**config.mk**
```make
export PLATFORM = sky130hd
export DESIGN_NAME = snake_body_queue
export DESIGN_NICKNAME = d
export VERILOG_FILES = /design/src/rtl/snake_body_queue.sv
export SDC_FILE = /design/constraint.sdc
export NUM_CORES = 1
export LEC_CHECK = 0
export BUFFER_PORTS_ARGS = -buffer_cell sky130_fd_sc_hd__buf_2
export CAP_MARGIN = 10
export CELL_PAD_IN_SITES_DETAIL_PLACEMENT = 0
export CELL_PAD_IN_SITES_GLOBAL_PLACEMENT = 1
export CORE_MARGIN = 1.5
export CORE_UTILIZATION = 25
export CTS_CLUSTER_DIAMETER = 120
export DETAILED_ROUTE_END_ITERATION = 12
export PLACE_DENSITY = 0.41
export SLEW_MARGIN = 5
export SYNTH_ARGS = -nofsm -noshare
export SYNTH_HDL_FRONTEND = slang
export SYNTH_SLANG_ARGS = --single-unit
```
**constraint.sdc**
```tcl
create_clock -name clk_25M -period 9.78 [get_ports clk_25M]
set_input_delay 0.489 -clock clk_25M [delete_from_list [all_inputs] [get_ports clk_25M]]
set_output_delay 0.489 -clock clk_25M [all_outputs]
set_load 0.01 [all_outputs]
```
**src/rtl/snake_body_queue.sv**
```systemverilog
// Snake body held as a circular coordinate queue: steps the head per game tick,
// grows, wraps or dies at the walls, and scans the body for self-collision.
module snake_body_queue #(
  parameter int GRID_W   = 40,
  parameter int GRID_H   = 30,
  parameter int COORD_W  = 6,
  parameter int MAX_LEN  = 64,
  parameter int LEN_W    = 7,
  parameter int INIT_LEN = 3,
  parameter int INIT_X   = 20,
  parameter int INIT_Y   = 15,
  parameter int WRAP     = 0
) (
  input  logic               clk_25M,
  input  logic               rst,
  input  logic               step,
  input  logic [1:0]         dir,
  input  logic               grow,
  output logic [COORD_W-1:0] head_x,
  output logic [COORD_W-1:0] head_y,
  output logic [COORD_W-1:0] tail_x,
  output logic [COORD_W-1:0] tail_y,
  output logic [COORD_W-1:0] vac_x,
  output logic [COORD_W-1:0] vac_y,
  output logic               vac_valid,
  output logic [LEN_W-1:0]   length,
  output logic               full,
  output logic               busy,
  output logic               done,
  output logic               dead
);
  // state | meaning
  // INIT  | writing the initial body, one segment per cycle, tail first
  // IDLE  | waiting for a game tick
  // MOVE  | push new head, pop tail unless growing
  // SCAN  | compare new head against body, tail up to head
  // DEAD  | game over, outputs frozen until rst
  localparam int PTR_W = $clog2(MAX_LEN);
  localparam int CW1   = COORD_W + 1;

  typedef enum logic [2:0] {S_INIT, S_IDLE, S_MOVE, S_SCAN, S_DEAD} state_t;

  state_t             state_q, state_d;
  logic [1:0]         heading_q, heading_d;
  logic               grow_q, grow_d;
  logic [PTR_W-1:0]   wr_ptr_q, wr_ptr_d, rd_ptr_q, rd_ptr_d, scan_ptr_q, scan_ptr_d;
  logic [LEN_W-1:0]   len_q, len_d, scan_cnt_q, scan_cnt_d;
  logic [COORD_W-1:0] vac_x_q, vac_x_d, vac_y_q, vac_y_d;
  logic               vac_valid_q, vac_valid_d, done_q, done_d;

  logic [COORD_W-1:0] qx_q [MAX_LEN];
  logic [COORD_W-1:0] qy_q [MAX_LEN];

  logic               wr_en;
  logic [COORD_W-1:0] wr_x, wr_y;
  logic [PTR_W-1:0]   head_ptr;
  logic [CW1-1:0]     nx_raw, ny_raw, nx, ny;
  logic               oob, reverse;

  assign head_ptr  = wr_ptr_q - PTR_W'(1);
  assign head_x    = qx_q[head_ptr];
  assign head_y    = qy_q[head_ptr];
  assign tail_x    = qx_q[rd_ptr_q];
  assign tail_y    = qy_q[rd_ptr_q];
  assign vac_x     = vac_x_q;
  assign vac_y     = vac_y_q;
  assign vac_valid = vac_valid_q;
  assign length    = len_q;
  assign full      = (len_q == LEN_W'(MAX_LEN));
  assign busy      = (state_q != S_IDLE);
  assign done      = done_q;
  assign dead      = (state_q == S_DEAD);
  assign reverse   = (dir[1] == heading_q[1]) && (dir[0] != heading_q[0]);

  // Extra top bit lets -1 show up as an out-of-range value rather than aliasing.
  always_comb begin
    nx_raw = {1'b0, head_x};
    ny_raw = {1'b0, head_y};
    case (heading_q)
      2'd0:    ny_raw = {1'b0, head_y} - CW1'(1);
      2'd1:    ny_raw = {1'b0, head_y} + CW1'(1);
      2'd2:    nx_raw = {1'b0, head_x} - CW1'(1);
      default: nx_raw = {1'b0, head_x} + CW1'(1);
    endcase
    oob = (nx_raw >= CW1'(GRID_W)) || (ny_raw >= CW1'(GRID_H));
    nx  = nx_raw;
    ny  = ny_raw;
    if (WRAP != 0) begin
      if (nx_raw == {CW1{1'b1}})          nx = CW1'(GRID_W - 1);
      else if (nx_raw == CW1'(GRID_W))    nx = '0;
      if (ny_raw == {CW1{1'b1}})          ny = CW1'(GRID_H - 1);
      else if (ny_raw == CW1'(GRID_H))    ny = '0;
    end
  end

  always_comb begin
    state_d     = state_q;
    heading_d   = heading_q;
    grow_d      = grow_q;
    wr_ptr_d    = wr_ptr_q;
    rd_ptr_d    = rd_ptr_q;
    scan_ptr_d  = scan_ptr_q;
    len_d       = len_q;
    scan_cnt_d  = scan_cnt_q;
    vac_x_d     = vac_x_q;
    vac_y_d     = vac_y_q;
    vac_valid_d = 1'b0;
    done_d      = 1'b0;
    wr_en       = 1'b0;
    wr_x        = '0;
    wr_y        = '0;
    case (state_q)
      S_INIT: begin
        wr_en    = 1'b1;
        wr_x     = COORD_W'(INIT_X - INIT_LEN + 1) + COORD_W'(len_q);
        wr_y     = COORD_W'(INIT_Y);
        wr_ptr_d = wr_ptr_q + PTR_W'(1);
        len_d    = len_q + LEN_W'(1);
        if (len_q == LEN_W'(INIT_LEN - 1)) state_d = S_IDLE;
      end
      S_IDLE: begin
        if (step) begin
          grow_d = grow;
          if (!reverse || len_q == LEN_W'(1)) heading_d = dir;
          state_d = S_MOVE;
        end
      end
      S_MOVE: begin
        if (oob && WRAP == 0) begin
          state_d = S_DEAD;
        end else begin
          wr_en    = 1'b1;
          wr_x     = nx[COORD_W-1:0];
          wr_y     = ny[COORD_W-1:0];
          wr_ptr_d = wr_ptr_q + PTR_W'(1);
          if (grow_q && !full) begin
            len_d      = len_q + LEN_W'(1);
            scan_cnt_d = len_q;
          end else begin
            rd_ptr_d    = rd_ptr_q + PTR_W'(1);
            vac_x_d     = tail_x;
            vac_y_d     = tail_y;
            vac_valid_d = 1'b1;
            scan_cnt_d  = len_q - LEN_W'(1);
          end
          scan_ptr_d = rd_ptr_d;
          if (scan_cnt_d == '0) begin
            state_d = S_IDLE;
            done_d  = 1'b1;
          end else begin
            state_d = S_SCAN;
          end
        end
      end
      S_SCAN: begin
        if (qx_q[scan_ptr_q] == head_x && qy_q[scan_ptr_q] == head_y) begin
          state_d = S_DEAD;
        end else if (scan_cnt_q == LEN_W'(1)) begin
          state_d = S_IDLE;
          done_d  = 1'b1;
        end else begin
          scan_ptr_d = scan_ptr_q + PTR_W'(1);
          scan_cnt_d = scan_cnt_q - LEN_W'(1);
        end
      end
      default: ;
    endcase
  end

  always_ff @(posedge clk_25M) begin
    if (rst) begin
      state_q     <= S_INIT;
      heading_q   <= 2'd3;
      grow_q      <= 1'b0;
      wr_ptr_q    <= '0;
      rd_ptr_q    <= '0;
      scan_ptr_q  <= '0;
      len_q       <= '0;
      scan_cnt_q  <= '0;
      vac_x_q     <= '0;
      vac_y_q     <= '0;
      vac_valid_q <= 1'b0;
      done_q      <= 1'b0;
    end else begin
      state_q     <= state_d;
      heading_q   <= heading_d;
      grow_q      <= grow_d;
      wr_ptr_q    <= wr_ptr_d;
      rd_ptr_q    <= rd_ptr_d;
      scan_ptr_q  <= scan_ptr_d;
      len_q       <= len_d;
      scan_cnt_q  <= scan_cnt_d;
      vac_x_q     <= vac_x_d;
      vac_y_q     <= vac_y_d;
      vac_valid_q <= vac_valid_d;
      done_q      <= done_d;
      if (wr_en) begin
        qx_q[wr_ptr_q] <= wr_x;
        qy_q[wr_ptr_q] <= wr_y;
      end
    end
  end

endmodule

```
# Yosys cells after proc, flatten, opt, wreduce, memory -nomap -nowiden
# Memories as Yosys holds them, arrays and structs flattened. A register that Yosys moved wholly into a read port is not among the register bits.
# Cells that the tools add are included.
op_classes:
  n_reduce_logical: 23
  n_addsub: 12
  div_mod_pow: 0
  muxes: 49
  order_cmp: 2
  n_eq_ne: 22
  n_shift: 0
  bitwise: 3
  multipliers: 0
ops:
  columns: ["op", "count"]
  rows:
  - ["$mux W6", 15]
  - ["$mux W7", 8]
  - ["$pmux W7 S2", 4]
  - ["$pmux W6 S2", 4]
  - ["$add A6 B1 Y6 const B", 3]
  - ["$mux W3", 5]
  - ["$add A6 B1 Y7 const B", 2]
  - ["$eq A7 B1 Y1 const B", 2]
  - ["$sub A6 B1 Y7 const B", 2]
  - ["$sub A7 B1 Y7 const B", 2]
  - ["$eq A6 B6 Y1", 2]
  - ["$ne A2 B2 Y1 const B", 6]
  - ["$pmux W3 S4", 1]
  - ["$mux W1", 9]
  - ["$reduce_and A3 Y1", 3]
  - ["$reduce_and A4 Y1", 2]
  - ["$add A7 B1 Y7 const B", 1]
  - ["$eq A7 B2 Y1 const B", 1]
  - ["$eq A7 B7 Y1 const B", 1]
  - ["$ge A7 B5 Y1 const B", 1]
  - ["$ge A7 B6 Y1 const B", 1]
  - ["$logic_not A7 Y1", 1]
  - ["$add A5 B6 Y6 const A", 1]
  - ["$eq A3 B2 Y1 const B", 2]
  - ["22 further kinds", 32]
word_totals:
  reg_bits: 52
  n_memories: 2
  word_cells: 125
  latch_bits: 0
  rom_bits: 0
  ram_bits: 768
  output_inout_bits: 48
mem_list:
  columns: ["name", "depth", "word_bits", "read_ports", "rd_ports_with_merged_regs", "wr", "line_no", "text"]
  rows:
  - ["qx_q", 64, 6, 3, 2, 1, "51", "logic [COORD_W-1:0] qx_q [MAX_LEN];"]
  - ["qy_q", 64, 6, 3, 2, 1, "52", "logic [COORD_W-1:0] qy_q [MAX_LEN];"]

# Logic depth before layout (Yosys ltp)
# An unclocked memory read counts as a cell.
logic_depth:
  depth_word: 12
  ltp_mapped: 28
  depth_no_buf: 20

# Worst setup path after synthesis
# No wires, ideal clock.
synth_timing:
  kind: "register to register"
  start: "register wr_ptr_q[0]"
  end: "memory qy_q[0][4] (data pin)"
  required_time_ns: 9.099
  t_arrival_ns: 8.031
  n_path_buf: 8
  synth_period_minus_slack_ns: 8.712
  path_stages_with_launch: 26
  setup_slack_ns: 1.068
  path_cell_list: "dfxtp_1 > buf_4 > inv_1 > buf_1 > ha_1 > buf_2 > buf_2 > buf_2 > clkbuf_1 > clkbuf_1 > mux4_2 > mux2i_1 > o22ai_1 > o32ai_1 > inv_1 > fa_1 > a21o_1 > a21oi_1 > o21bai_1 > a21oi_1 > mux2i_1 > o22ai_1 > nand4_1 > or3_1 > buf_2 > nor3_1"
synth_via:
  elab_chain_len: 8
synth_lines:
  columns: ["element", "line_no", "text"]
  rows:
  - ["from (decl)", "46", "logic [PTR_W-1:0] wr_ptr_q, wr_ptr_d, rd_ptr_q, rd_ptr_d, scan_ptr_q, scan_ptr_d;"]
  - ["from (signal assigned)", "188", "wr_ptr_q <= wr_ptr_d;"]
  - ["$sub A6 B1 Y6 (*)", "60", "assign head_ptr = wr_ptr_q - PTR_W'(1);"]
  - ["named net head_ptr[0]", "56", "logic [PTR_W-1:0] head_ptr;"]
  - ["$mem_v2 Z64 W6 (*)", null, null]
  - ["named net head_x[1]", "19", "output logic [COORD_W-1:0] head_x,"]
  - ["$add A6 B1 Y7 or $sub A6 B1 Y7 (tied branches)", "83, 82", null]
  - ["$pmux W7 S2 (*)", "79", "case (heading_q)"]
  - ["$ge A7 B6 Y1 (*)", "85", "oob = (nx_raw >= CW1'(GRID_W)) || (ny_raw >= CW1'(GRID_H));"]
  - ["$logic_or A1 B1 Y1 (*)", "85", null]
  - ["$mux W6 (*)", "129", "if (oob && WRAP == 0) begin"]
  - ["$pmux W6 S2 (*)", "112", "case (state_q)"]
  - ["named net wr_y[4]", "55", "logic [COORD_W-1:0] wr_x, wr_y;"]
  - ["to (decl)", "52", null]
# The timed path passes the listed nets; every way through them passes the cells marked *.

# Worst setup path in the final report
layout_timing:
  start: "register wr_ptr_q[1]"
  end: "memory qx_q[18][2] (data pin)"
layout_via:
  elab_chain_len: 8
layout_lines:
  columns: ["element", "line_no", "text"]
  rows:
  - ["$sub A6 B1 Y6 (*)", "60", null]
  - ["$mem_v2 Z64 W6 (on tied branches)", null, null]
  - ["$add A6 B1 Y7, or another cell as far along", "83", "default: nx_raw = {1'b0, head_x} + CW1'(1);"]
  - ["$pmux W7 S2", "79", null]
  - ["$ge A7 B6 Y1 or $ge A7 B5 Y1 (tied branches)", "85", null]
  - ["$logic_or A1 B1 Y1", "85", null]
  - ["$mux W6 (*)", "129", null]
  - ["$pmux W6 S2 (*)", "112", null]
  - ["named net wr_x[2]", "55", null]
  - ["to (decl)", "51", null]
# Marked as above.

==> impl_metrics.env <==
export IMPL_report_power_total_mw=16.16
export IMPL_seq_area_frac_synth=0.5307
export IMPL_finalCriticalPeriod_ns=8.212
export IMPL_worst_pin_slew_ns=1.260
export IMPL_post_place_ws_ns=1.818
export IMPL_synth_most_common_cell="edfxtp_1"
export IMPL_ys_top_cells_by_area="edfxtp_1 50%, mux4_2 33%, dfxtp_1 2.8%"
export IMPL_rsz0062_at_grt="false"
export IMPL_r2r_end="qx_q[18][2]"
export IMPL_clockRootBuffer="clkbuf_16"
export IMPL_dp_cells=5015
export IMPL_placedInstanceArea_mm2=0.04989
export IMPL_fp_dieH_um=431.3
export IMPL_ir_worst_vdd_mv=0.2005
export IMPL_worstSetupEndpointType="flop"
export IMPL_path_max_fanout=33
export IMPL_crit_end="qx_q[18][2]"
export IMPL_regToRegSetupSlack_ns=1.57
export IMPL_hold_class="in -> reg"
export IMPL_drtAntennaViolNets=0
export IMPL_critPathTopFamily="compound AO/OA/AOI/OAI gates"
export IMPL_fin_area_mm2=0.05314
export IMPL_hold_path_startpoint="dir[1]"
export IMPL_grt_pass1_wl_um=266200
export IMPL_crit_top_cell="inv_1"
export IMPL_yosysTopAreaCellShare=0.5028
export IMPL_critPathArrivalTime_ns=8.69
export IMPL_leakage_nw=16.13
export IMPL_die_area_mm2=0.1861
export IMPL_grt_ovfl_total=0
export IMPL_reg2reg_from="wr_ptr_q[1]"
export IMPL_syn_to_final_growth_pct=15.85
export IMPL_grt_start_max_net_pins=100
export IMPL_vias=29250
export IMPL_die_w_um=431.3
export IMPL_hpwl_um=134700
export IMPL_synth_area_mm2=0.04587
export IMPL_slew_viol_final=0
export IMPL_design_portCount=54
export IMPL_startpoint="wr_ptr_q[1]"
export IMPL_fin_ws_ns=1.568
export IMPL_powerDensity_mw_per_mm2=304.0
export IMPL_clkTransAtPathRegs_ns=0.06
export IMPL_h_tree_depth=3
export IMPL_synth_cells=2583
export IMPL_synthFlopType="edfxtp_1"
export IMPL_grt_pass1_vias=28880
export IMPL_finClkSkew_ns=0.03668
export IMPL_drc=0
export IMPL_synth_edf_count=768
export IMPL_cap_violations=0
export IMPL_vias_per_cell=5.614
export IMPL_path_depth=21
export IMPL_crit_slowest_cell="a21oi_4"
export IMPL_start_kind="flop"
export IMPL_hold_viol=0
export IMPL_io_buffers=53
export IMPL_clockBufferDepth=3
export IMPL_dr_pass1_iters=5
export IMPL_gp_congestion=0.8844
export IMPL_crit_path_max_incr_delay_ns=0.96
export IMPL_cts_sinks=832
export IMPL_fin_crit_sh=0.8397
export IMPL_cts_resized=0
export IMPL_critPathKind="reg -> reg"
export IMPL_core_area_mm2=0.1827
export IMPL_status="finished, final reports clean"
export IMPL_synth_top_area_cell="edfxtp_1"
export IMPL_numCtsBuffers=102
export IMPL_finalNonFillerCells=5210
export IMPL_synth_async_reset_ratio=0
export IMPL_drive_gt1_frac=0.3802
export IMPL_worst_slew_margin_rel=0.1526
export IMPL_r2r_cells=21
export IMPL_worst_path_buf_inv=7
export IMPL_clk_latency_ns=0.75
export IMPL_synth_distinct_cells=78
export IMPL_grtUsageTotal=0.2087
export IMPL_avgRoutedWirePerCell_um=37.53
export IMPL_routed_wl_um=195500
export IMPL_ys_seq_elements=832
export IMPL_grt_antenna_before_repair=17
export IMPL_tns_ns=0
export IMPL_avgSynthCellArea_um2=17.76
export IMPL_cts_tree="built"
export IMPL_start_util=0.2511
export IMPL_placementRows=157
export IMPL_setup_viol=0
export IMPL_fmax_mhz=121.8
export IMPL_cp_required_ns=10.25
export IMPL_holdWs_ns=0.1201
export IMPL_drt_iter0_markers=3500
export IMPL_postLayoutCoreUtil=0.2909
export IMPL_crit_chain="inv_1 -> ha_4 -> buf_12 -> buf_12 -> mux4_2 -> mux2i_1 -> o221ai_1 -> o22ai_1 -> inv_1 -> ha_1 -> inv_1 -> nor2_1 -> nor2_1 -> mux2i_1 -> a221oi_1 -> nor4_1 -> nor3_1 -> buf_4 -> o2111ai_1 -> a21oi_4 -> buf_4"
export IMPL_nNetsFinal=2770
export IMPL_ys_warn_count=0
export IMPL_ys_top_cells_by_count="768 x edfxtp_1, 669 x mux4_2, 162 x nor2_1, 118 x nand2_1, 113 x clkbuf_1"
per-layer routing:
layer  wire [um]  global-route usage  part of all wire
met1       87550              0.3046              0.45
met2       88130              0.3143              0.45
met3       13180             0.03162             0.067
met4        6655             0.07348             0.034
met5          20                   0           0.00010
where the power goes:
part / switching, mW / internal [mW]
clock: 1.60 / 2.11
combinational: 5.23 / 2.53
sequential: 0.125 / 4.56
registers in the layout (all words and copies together) (netlist names), named ones only:
name,flops
vac_valid,1
done,1
state_q,3
qx_q,384
vac_x,6
wr_ptr_q,6
scan_cnt_q,7
heading_q,2
grow_q,1
rd_ptr_q,6
qy_q,384
length,7
scan_ptr_q,6
vac_y,6
what timing repair did:
item,in CTS,in global routing
hold endpoints to repair,2,0
buffers inserted,0,0
hold buffers,2,0
tightest hold or removal path, delay by kind of cell:
kind	cells	cell delay (ns)
muxes	1	0.07
buffers and inverters	1	0.10
and+or+nand+nor	1	0.14
layout by cell type, fill, tap and decap left out, drive strengths merged, types with 6 or more instances in the layout:
cell and instances:
mux2i 92, xnor2 25, ha 25, a22oi 10, a32o 7, nor2b 9, diode 8, clkbuf 126
o22a 9, and3 10, nor2 162, nand2b 6, o221ai 13, inv 34, nand2 118, mux4 669
nand3 38, a21o 6, o21ai 25, nor4 8, conb 64, bufinv 6, a211oi 7, a221oi 6
edfxtp 768, mux2 18, dfxtp 64, xor2 26, clkinv 42, buf 199, o22ai 30, and2 11
or3 9, a21oi 57, a31oi 10, nor3 20, nand4 17
cell type report:
class                      instances  area (um^2)
inverter                          27        101.3
timing repair buffer             201         1577
sequential                       832        24380
multi-input combinational       1573        20900
antenna                            8        20.02
fill                           17900       129500
clock buffer                     126         2691
tap                             2385         2984
clock inverter                    58        490.5
worst min-delay path by stage:
stage | to | slack (ns) | cells past startpoint
2_1_floorplan | flop | 0.45 | 1
3_3_place_gp | vac_y[5] | 0.44 | 2
4_1_cts | heading_q[1] | 0.04 | 3
5_1_grt | heading_q[1] | 0.12 | 3
6_report | heading_q[1] | 0.12 | 3
3_5_place_dp | vac_x[2] | 0.45 | 2
cell families (layout without fill, tap and decap cells):
| family | Yosys count | count (layout) | share of synthesized area |
|---|---|---|---|
| AND/OR/NAND/NOR | 423 | 423 | 0.04143 |
| adder cells (fa/ha/maj) | 27 | 27 | 0.007692 |
| multiplexers | 779 | 779 | 0.3530 |
| buffers and inverters | 241 | 412 | 0.02226 |
| other | 1 | 72 | 0.00008175 |
| XOR/XNOR | 51 | 51 | 0.009902 |
| AO/OA/AOI/OAI | 229 | 229 | 0.03497 |
| flip-flops | 832 | 832 | 0.5307 |
Note: power is estimated with default switching activity, not from simulation.
